===== src/rtl/mc_controller.sv =====
// mc_controller: multicycle MIPS-subset control FSM (lw, sw, R-type addu/subu,
// beq, ori, optional j). Moore-style state decode with a combinational funct
// decode in EXEC_R. Optional feature macro: MC_JUMP_EN enables the j opcode
// and the JUMP state; without it opcode 000010 is treated as illegal.
module mc_controller (
    input  logic        clk,
    input  logic        rst,
    input  logic [5:0]  opcode,
    input  logic [5:0]  funct,
    input  logic        zero,
    output logic        pc_en,
    output logic        i_or_d,
    output logic        mem_read,
    output logic        mem_write,
    output logic        ir_write,
    output logic        mem_to_reg,
    output logic        reg_dst,
    output logic        reg_write,
    output logic        alu_src_a,
    output logic [1:0]  alu_src_b,
    output logic [1:0]  alu_ctl,
    output logic        ext_op,
    output logic [1:0]  pc_src,
    output logic        halted,
    output logic [15:0] retired,
    output logic [3:0]  state
);

    typedef enum logic [3:0] {
        S_FETCH   = 4'd0,
        S_DECODE  = 4'd1,
        S_MEM_ADR = 4'd2,
        S_MEM_RD  = 4'd3,
        S_MEM_WB  = 4'd4,
        S_MEM_WR  = 4'd5,
        S_EXEC_R  = 4'd6,
        S_R_WB    = 4'd7,
        S_BRANCH  = 4'd8,
        S_EXEC_I  = 4'd9,
        S_I_WB    = 4'd10,
`ifdef MC_JUMP_EN
        S_JUMP    = 4'd11,
`endif
        S_HALT    = 4'd12
    } state_t;

    localparam logic [5:0] OP_RTYPE = 6'b000000;
    localparam logic [5:0] OP_LW    = 6'b100011;
    localparam logic [5:0] OP_SW    = 6'b101011;
    localparam logic [5:0] OP_BEQ   = 6'b000100;
    localparam logic [5:0] OP_ORI   = 6'b001101;
`ifdef MC_JUMP_EN
    localparam logic [5:0] OP_J     = 6'b000010;
`endif
    localparam logic [5:0] FN_ADDU  = 6'b100001;
    localparam logic [5:0] FN_SUBU  = 6'b100011;

    state_t      state_q;
    state_t      state_d;
    logic [15:0] retired_q;
    logic        halted_q;
    logic        pc_write;
    logic        pc_write_cond;
    logic        ir_write_raw;
    logic        mem_write_raw;
    logic        reg_write_raw;
    logic        funct_ok;
    logic        retire;

    assign funct_ok = (funct == FN_ADDU) || (funct == FN_SUBU);

    // State register; synchronous reset returns to FETCH from any state.
    always_ff @(posedge clk) begin
        if (rst) state_q <= S_FETCH;
        else     state_q <= state_d;
    end

    // Next-state decode.
    always_comb begin
        state_d = S_FETCH;
        case (state_q)
            S_FETCH:   state_d = S_DECODE;
            S_DECODE: begin
                case (opcode)
                    OP_LW, OP_SW: state_d = S_MEM_ADR;
                    OP_RTYPE:     state_d = S_EXEC_R;
                    OP_BEQ:       state_d = S_BRANCH;
                    OP_ORI:       state_d = S_EXEC_I;
`ifdef MC_JUMP_EN
                    OP_J:         state_d = S_JUMP;
`endif
                    default:      state_d = S_HALT;
                endcase
            end
            S_MEM_ADR: state_d = (opcode == OP_SW) ? S_MEM_WR : S_MEM_RD;
            S_MEM_RD:  state_d = S_MEM_WB;
            S_EXEC_R:  state_d = funct_ok ? S_R_WB : S_HALT;
            S_EXEC_I:  state_d = S_I_WB;
            S_HALT:    state_d = S_HALT;
            default:   state_d = S_FETCH;
        endcase
    end

    // Per-state control outputs; everything not named for a state stays 0.
    always_comb begin
        pc_write      = 1'b0;
        pc_write_cond = 1'b0;
        ir_write_raw  = 1'b0;
        mem_write_raw = 1'b0;
        reg_write_raw = 1'b0;
        i_or_d        = 1'b0;
        mem_read      = 1'b0;
        mem_to_reg    = 1'b0;
        reg_dst       = 1'b0;
        alu_src_a     = 1'b0;
        alu_src_b     = 2'b00;
        alu_ctl       = 2'b00;
        ext_op        = 1'b0;
        pc_src        = 2'b00;
        case (state_q)
            S_FETCH: begin
                mem_read     = 1'b1;
                ir_write_raw = 1'b1;
                alu_src_b    = 2'b01;
                pc_write     = 1'b1;
            end
            S_DECODE: begin
                alu_src_b = 2'b11;
                ext_op    = 1'b1;
            end
            S_MEM_ADR: begin
                alu_src_a = 1'b1;
                alu_src_b = 2'b10;
                ext_op    = 1'b1;
            end
            S_MEM_RD: begin
                mem_read = 1'b1;
                i_or_d   = 1'b1;
            end
            S_MEM_WB: begin
                reg_write_raw = 1'b1;
                mem_to_reg    = 1'b1;
            end
            S_MEM_WR: begin
                mem_write_raw = 1'b1;
                i_or_d        = 1'b1;
            end
            S_EXEC_R: begin
                alu_src_a = 1'b1;
                alu_ctl   = (funct == FN_SUBU) ? 2'b01 : 2'b00;
            end
            S_R_WB: begin
                reg_write_raw = 1'b1;
                reg_dst       = 1'b1;
            end
            S_BRANCH: begin
                alu_src_a     = 1'b1;
                alu_ctl       = 2'b01;
                pc_write_cond = 1'b1;
                pc_src        = 2'b01;
            end
            S_EXEC_I: begin
                alu_src_a = 1'b1;
                alu_src_b = 2'b10;
                alu_ctl   = 2'b10;
            end
            S_I_WB: begin
                reg_write_raw = 1'b1;
            end
`ifdef MC_JUMP_EN
            S_JUMP: begin
                pc_write = 1'b1;
                pc_src   = 2'b10;
            end
`endif
            default: ;
        endcase
    end

    // Instruction completes on the edge leaving any final state.
    always_comb begin
        retire = 1'b0;
        case (state_q)
            S_MEM_WB, S_MEM_WR, S_R_WB, S_BRANCH, S_I_WB: retire = 1'b1;
`ifdef MC_JUMP_EN
            S_JUMP: retire = 1'b1;
`endif
            default: retire = 1'b0;
        endcase
    end

    // Retired counter (wraps naturally) and sticky halt flag.
    always_ff @(posedge clk) begin
        if (rst) begin
            retired_q <= '0;
            halted_q  <= 1'b0;
        end else begin
            if (retire) retired_q <= retired_q + 16'd1;
            if (state_d == S_HALT) halted_q <= 1'b1;
        end
    end

    // Write/load strobes are suppressed combinationally while reset is held.
    assign pc_en     = (pc_write | (pc_write_cond & zero)) & ~rst;
    assign ir_write  = ir_write_raw & ~rst;
    assign mem_write = mem_write_raw & ~rst;
    assign reg_write = reg_write_raw & ~rst;
    assign halted    = halted_q;
    assign retired   = retired_q;
    assign state     = state_q;

endmodule


===== config.mk =====
export PLATFORM = sky130hd
export DESIGN_NAME = mc_controller
export DESIGN_NICKNAME = d
export VERILOG_FILES = /design/src/rtl/mc_controller.sv
export SDC_FILE = /design/constraint.sdc
export NUM_CORES = 1
export LEC_CHECK = 0
export BUFFER_PORTS_ARGS = -buffer_cell sky130_fd_sc_hd__buf_2
export CORE_MARGIN = 10
export CORE_UTILIZATION = 52
export DETAILED_ROUTE_END_ITERATION = 12
export PLACE_DENSITY = 0.95
export SYNTH_ARGS = -nofsm -noshare
export SYNTH_HDL_FRONTEND = slang
export SYNTH_SLANG_ARGS = --single-unit

===== constraint.sdc =====
create_clock -name clk -period 3.2 [get_ports clk]
set_input_delay 0.48 -clock clk [delete_from_list [all_inputs] [get_ports clk]]
set_output_delay 0.48 -clock clk [all_outputs]
set_load 0.02 [all_outputs]

==> results of run 1 <==
-- area by class of cell --
| class | instances | area (µm²) | area share |
|---|---|---|---|
| clock buffer | 4 | 26.3 | 0.0161 |
| inverter | 7 | 26.3 | 0.0161 |
| multi-input combinational | 135 | 861 | 0.528 |
| sequential | 21 | 420 | 0.258 |
| tap | 30 | 37.5 | 0.0230 |
| timing repair buffer | 51 | 258 | 0.158 |
-- worst reg2reg max path, cell delays in order, from the launching register on --
cell and delay, ns:
dfxtp_1 0.68, nand2b_1 0.30, a22oi_2 0.62, buf_4 0.28, mux2i_1 0.19, nor2_1 0.05
-- layer usage --
layer,GRT usage,share of wire
met3,0.0455,0.091
met4,0.0538,0.021
met1,0.155,0.40
met5,0,0
met2,0.245,0.49
-- report_power, final --
| part | internal [mW] | leakage, nW | switching [mW] | total [mW] |
|---|---|---|---|---|
| Sequential | 0.287 | 0.170 | 0.0689 | 0.356 |
| Combinational | 0.185 | 0.500 | 0.328 | 0.514 |
| Clock | 0.0488 | 0.0150 | 0.0829 | 0.132 |
| Total | 0.521 | 0.685 | 0.480 | 1.00 |
-- state kept, by name, indices dropped and copies added (netlist names) --
signal and cells:
halted 1, state 4, retired 16
-- cell families after synthesis --
group                    synth area share
multiplexers                       0.0631
flip-flops                          0.303
adder cells (fa/ha/maj)           0.00902
other                             0.00270
XOR/XNOR                           0.0189
buffers and inverters              0.0766
AO/OA/AOI/OAI                       0.181
AND/OR/NAND/NOR                     0.345
-- final timing paths --
check / from / endpoint / slack [ns] / cells past startpoint
hold / removal: halted$_SDFFE_PP0N_ / halted$_SDFFE_PP0N_ / 0.49 / 2
setup reg to reg: state[1]$_SDFF_PP0_ / retired[1]$_SDFFE_PP0P_ / 0.97 / 5
hold reg to reg: halted$_SDFFE_PP0N_ / halted$_SDFFE_PP0N_ / 0.49 / 2
setup / recovery: state[1]$_SDFF_PP0_ / alu_src_b[1] / 0.81 / 4
-- cell usage after synthesis, types with 3 or more instances --
library cell  count
dfxtp_1          21
nor2_1           21
a21oi_1          10
nor4_1            9
clkbuf_1          8
inv_1             7
nand2_1           7
nand3_1           7
buf_4             6
nor2b_1           6
nor3_1            6
o21ai_0           6
o31ai_1           6
or4_1             6
mux2_2            5
nand2b_1          4
a211oi_1          3
and3_1            3
==> impl_results.md, run 1 <==
- Drt first pass iters: 4
- Via Count: around 1500
- GRT Overall Usage: 0.141
- Post-synth top area cell: dfxtp_1
- H-tree depth: 1
- Port bufs: 50
- Worst setup slack after placement: a little over 1 ns
- Most common cell after layout, fill and taps aside: buf_2
- Register area share after synthesis: 0.303
- CTS Root Cell: clkbuf_4
- Fin worst setup slack: roughly 0.81 ns
- Core Region: about 2500 µm²
- Status: finished, final reports clean
- Final setup fails: 0
- Top cell type's share of synthesized area: 0.303
- Final Hold Vio Count: 0
- Crit start category: flop
- Cts bufs inserted: 3
- Synthesized area per cell: ~7.8 µm²
- Share of flip-flops with an asynchronous set or reset: 0
- DRC: 0
- GR Overflow Total: 0
- WL/cell: 15.7 µm
- Crit Path Class: flop to output port
- Tot Pwr: 1.00 mW
- DR iter-0 viols: approximately 150
- Syn Nets: between 150 and 200
- Final RePlAce weighted congestion: 0.848
- Bufs and invs on worst path: 1
- Synth unique cells: 47
- Top cells by area, synth: dfxtp_1 30%, nor2_1 5.7%, mux2_2 4.1%
- Rel. slew slack: 0.561
- Ys flop type: dfxtp_1
- Chip width: 71.7 µm
- CP max stage delay: approximately 0.68 ns
- Vias in the first global route: 1400
- Setup Skew: 0.00117 ns
- Io pins: 52
- Hold Slack: 0.492 ns
- Period minus WS final: about 2.4 ns
- Max Cap Viol: 0
- Post-synth EDFFs: 0
- CTS tree: built
- Fill cell count: between 200 and 250
- Max-slew violations: 0
- Hold Crit Class: flop to flop
- Starting Density: 0.550
- Yosys reg bits: 21
- Die Area: between 5000 and 6000 µm²
- Req. time, crit path: between 2 and 3 ns
- Resized Gates After CTS: 0
- Post-CTS Hold Buffers: 0
- Fmax: 418 MHz
- RSZ-0062 raised after global routing: no
- Total wire length: about 3900 µm
- Finished Layout Cells: 248
- Longest Clk Path Bufs: 2
- Global-route wire length before repair: 6220 µm
- Mapped cell area: roughly 1400 µm²
- Utilization after layout: 0.646
- Yosys warns: 0
- Power per cell area: 615 nW/µm²
- Cells after Synth: about 180
- Placed cell area: between 1500 and 2000 µm²
- Lkg Pwr: between 0.6 and 0.7 nW
- Crit-path max FO: 17
- Worst path slowest cell: dfxtp_1
- Arrival @ worst endpoint: 1.91 ns
- CP delay by family, top: flip-flops
- Worst-Skew Late Latency: between 0.3 and 0.4 ns
- Layout Nets: between 200 and 250
- Layout area overhead: 17.4%
- Final worst path period share: 0.747
- Kind of end point of the critical path: output port
- Worst vdd ir: between 0.0003 and 0.0004 V
- Rows: 18
- Placed wire-length estimate: approximately 2900 µm
- Post-Route Setup TNS: 0 ns
- Die H: about 72 µm
- CTS Sinks: 21
- Placed insts: around 240
- Via/cell ratio: roughly 6
- Most frequent cells in the layout: 50 x buf_2, 21 x nor2_1, 21 x dfxtp_1, 10 x a21oi_1, 9 x nor4_1
- Postcts setup bufs: 0
- Largest net degree at the start of global routing: 30
- Layout cell share with drive strength beyond 1: 0.298
- Final ANT Viol Nets: 0
- Initial antenna violation count: 0
- # diodes: 0
- Clock-pin slew on the worst setup and hold paths: between 0.1 and 0.15 ns
- Worst Tran Pin Value: 0.659 ns
- Critical-path cell list: nand2b_1 -> a21boi_0 -> or2_2 -> buf_2
- Final instance area: 1630 µm²
Power figures use the tool's default switching activity.
==> inputs of run 2 (changes only) <==
--- a/config.mk
+++ b/config.mk
@@ -5,11 +5,12 @@
 export SDC_FILE = /design/constraint.sdc
 export NUM_CORES = 1
 export LEC_CHECK = 0
+export ABC_AREA = 1
 export BUFFER_PORTS_ARGS = -buffer_cell sky130_fd_sc_hd__buf_2
 export CORE_MARGIN = 10
-export CORE_UTILIZATION = 52
+export CORE_UTILIZATION = 50
 export DETAILED_ROUTE_END_ITERATION = 12
-export PLACE_DENSITY = 0.95
+export PLACE_DENSITY = 0.92
 export SYNTH_ARGS = -nofsm -noshare
 export SYNTH_HDL_FRONTEND = slang
 export SYNTH_SLANG_ARGS = --single-unit
==> constraint.sdc (replaced) <==
create_clock -name clk -period 2.3 [get_ports clk]
set_input_delay 0.345 -clock clk [delete_from_list [all_inputs] [get_ports clk]]
set_output_delay 0.345 -clock clk [all_outputs]
set_load 0.02 [all_outputs]
==> impl_results.md, run 2 <==
- Initial antenna violation count: 0
- Postcts setup bufs: 0
- CP max stage delay: 0.44 ns
- Layout area overhead: 17.6%
- Req. time, crit path: approximately 2 ns
- Setup Skew: 0.0104 ns
- Drt first pass iters: 4
- Clock-pin slew on the worst setup and hold paths: approximately 0.12 ns
- Crit Path Class: flop to output port
- CTS Sinks: 21
- Post-synth top area cell: dfxtp_1
- Placed insts: 339
- Final instance area: 1790 µm²
- Period minus WS final: between 1.5 and 2 ns
- Die H: about 75 µm
- Post-Route Setup TNS: 0 ns
- H-tree depth: 1
- Io pins: 52
- Final RePlAce weighted congestion: between 0.9 and 1
- Switching share of total power: 0.451
- Crit-path max FO: 6
- Synthesized area per cell: about 5.8 µm²
- Longest Clk Path Bufs: 2
- Max Cap Viol: 0
- Ys flop type: dfxtp_1
- Port bufs: 50
- Bufs and invs on worst path: 3
- Yosys reg bits: 21
- CTS tree: built
- Starting Density: 0.537
- Comb pwr share: 0.438
- Max reg flops: 16
- Rows: 19
- Internal power: 0.594 mW
- Status: finished, final reports clean
- Lkg Pwr: between 0.9 and 1 nW
- Top-count cell post-synth: nand2_1
- Largest net degree at the start of global routing: 22
- GR Overflow Total: 0
- CTS Root Cell: clkbuf_4
- Clock power share: 0.167
- Yosys warns: 0
- Syn Nets: 280
- Most frequent cells after synthesis: 90 x nand2_1, 40 x nor2_1, 33 x inv_1
- Most frequent cells in the layout: 90 x nand2_1, 50 x buf_2, 40 x nor2_1, 33 x inv_1, 21 x dfxtp_1
- Final Hold Vio Count: 0
- Total wire length: approximately 4000 µm
- Final setup fails: 0
- Post-CTS Hold Buffers: 0
- Finished Layout Cells: 343
- Worst path slowest cell: dfxtp_1
- Placed wire-length estimate: approximately 3200 µm
- CP delay by family, top: flip-flops
- Top cell type's share of synthesized area: 0.277
- Power per cell area: around 610 nW/µm²
- Top cells by area, synth: dfxtp_1 28%, nand2_1 22%, nor2_1 9.9%
- Most common cell after layout, fill and taps aside: nand2_1
- Mapped cell area: between 1500 and 2000 µm²
- Post-synth EDFFs: 0
- Max-slew violations: 0
- Chip width: ~75 µm
- Layout cell share with drive strength beyond 1: 0.224
- Synth unique cells: 28
- DR iter-0 viols: around 170
- Cells after Synth: between 200 and 300
- Resized Gates After CTS: 0
- Via Count: 1743
- Via/cell ratio: approximately 5.1
- Kind of end point of the critical path: output port
- # diodes: 0
- WL/cell: about 12 µm
- Vias in the first global route: approximately 1500
- Critical-path cell list: inv_2 -> nor2_1 -> nand2_1 -> inv_1 -> nand3_1 -> o21ai_0 -> buf_2
- Worst-Skew Late Latency: 0.32 ns
- Hold Crit Class: input port to flop
- Final worst path period share: 0.869
- Register area share after synthesis: 0.277
- Global-route wire length before repair: approximately 6700 µm
- Die Area: ~5600 µm²
- Worst vdd ir: roughly 0.00035 V
- Core Region: 2830 µm²
- Layout Nets: ~330
- GRT Overall Usage: 0.142
- Arrival @ worst endpoint: about 1.7 ns
- DRC: 0
- RSZ-0062 raised after global routing: no
- Switching power: slightly below 0.5 mW
- Part of the power in registers: 0.395
- Final ANT Viol Nets: 0
- Fmax: ~500 MHz
- Share of flip-flops with an asynchronous set or reset: 0
- Placed cell area: between 1500 and 2000 µm²
- Cts bufs inserted: 3
- Crit start category: flop
## run 2: cell types whose count changed in the layout (fill, tap and decap cells not counted), moves of 5 or more
cell	change
nand3_1	+9
inv_1	+26
nand2_1	+83
nor2_1	+19
nand4_1	+7
nor4_1	-9
nor2b_1	-6
or4_1	-6
o31ai_1	-6
a21oi_1	+10
mux2_2	-5
## run 2: final cells by class
cell class / count / area, µm²
fill: 283 / 1040
timing repair buffer: 51 / 258
sequential: 21 / 420
clock buffer: 3 / 22.5
inverter: 38 / 145
clock inverter: 1 / 5.00
multi-input combinational: 198 / 898
tap: 31 / 38.8
## run 2: through the flow
stage / power [mW] / hold WS, ns / setup slack, ns / utilization
finish: 1.08 / 0.370 / 0.301 / 0.632
floorplan: 0.804 / 0.526 / 0.494 / -
global placement: 0.906 / 0.436 / 0.764 / 0.622
detailed placement: 0.910 / 0.443 / 0.697 / 0.622
CTS: 1.09 / 0.370 / 0.341 / 0.632
global route: 1.15 / 0.392 / 0.168 / 0.632
## run 2: kinds of logic (layout without fill, tap and decap cells)
group,Yosys count,in the layout,synth area share
xor+xnor,2,2,0.0115
simple gates,164,164,0.458
other cells,1,1,0.00247
fa+ha+maj,1,1,0.00823
buf+inv,45,93,0.133
flops,21,21,0.277
compound gates,30,30,0.111
## run 2: power by group through the flow
| stage | combinational (mW) | clock [mW] | sequential, mW |
|---|---|---|---|
| after floorplan | 0.343 | 0 | 0.461 |
| after global placement | 0.474 | 0 | 0.432 |
| after detailed placement | 0.476 | 0 | 0.434 |
| after CTS | 0.477 | 0.184 | 0.426 |
| after global routing | 0.526 | 0.195 | 0.434 |
| final | 0.473 | 0.181 | 0.428 |
## run 2: metal layers
layer	wire [µm]	track usage
met5	0	0
met4	19	0.0103
met3	318	0.0420
met2	1850	0.234
met1	1820	0.187
## run 2: worst paths after layout
| path | cells past startpoint | slack [ns] | from | to |
|---|---|---|---|---|
| worst min register to register | 2 | 0.46 | halted$_SDFFE_PP0N_ | halted$_SDFFE_PP0N_ |
| worst min-delay path | 4 | 0.37 | rst | retired[3]$_SDFFE_PP0P_ |
| worst max-delay path | 7 | 0.30 | state[1]$_SDFF_PP0_ | alu_ctl[0] |
| worst max register to register | 8 | 0.64 | retired[0]$_SDFFE_PP0P_ | retired[8]$_SDFFE_PP0P_ |
## run 2: worst min-delay path, cell delays in order
cell and delay, ns:
buf_2 0.08, inv_1 0.11, nand2_1 0.09, nor2_1 0.03
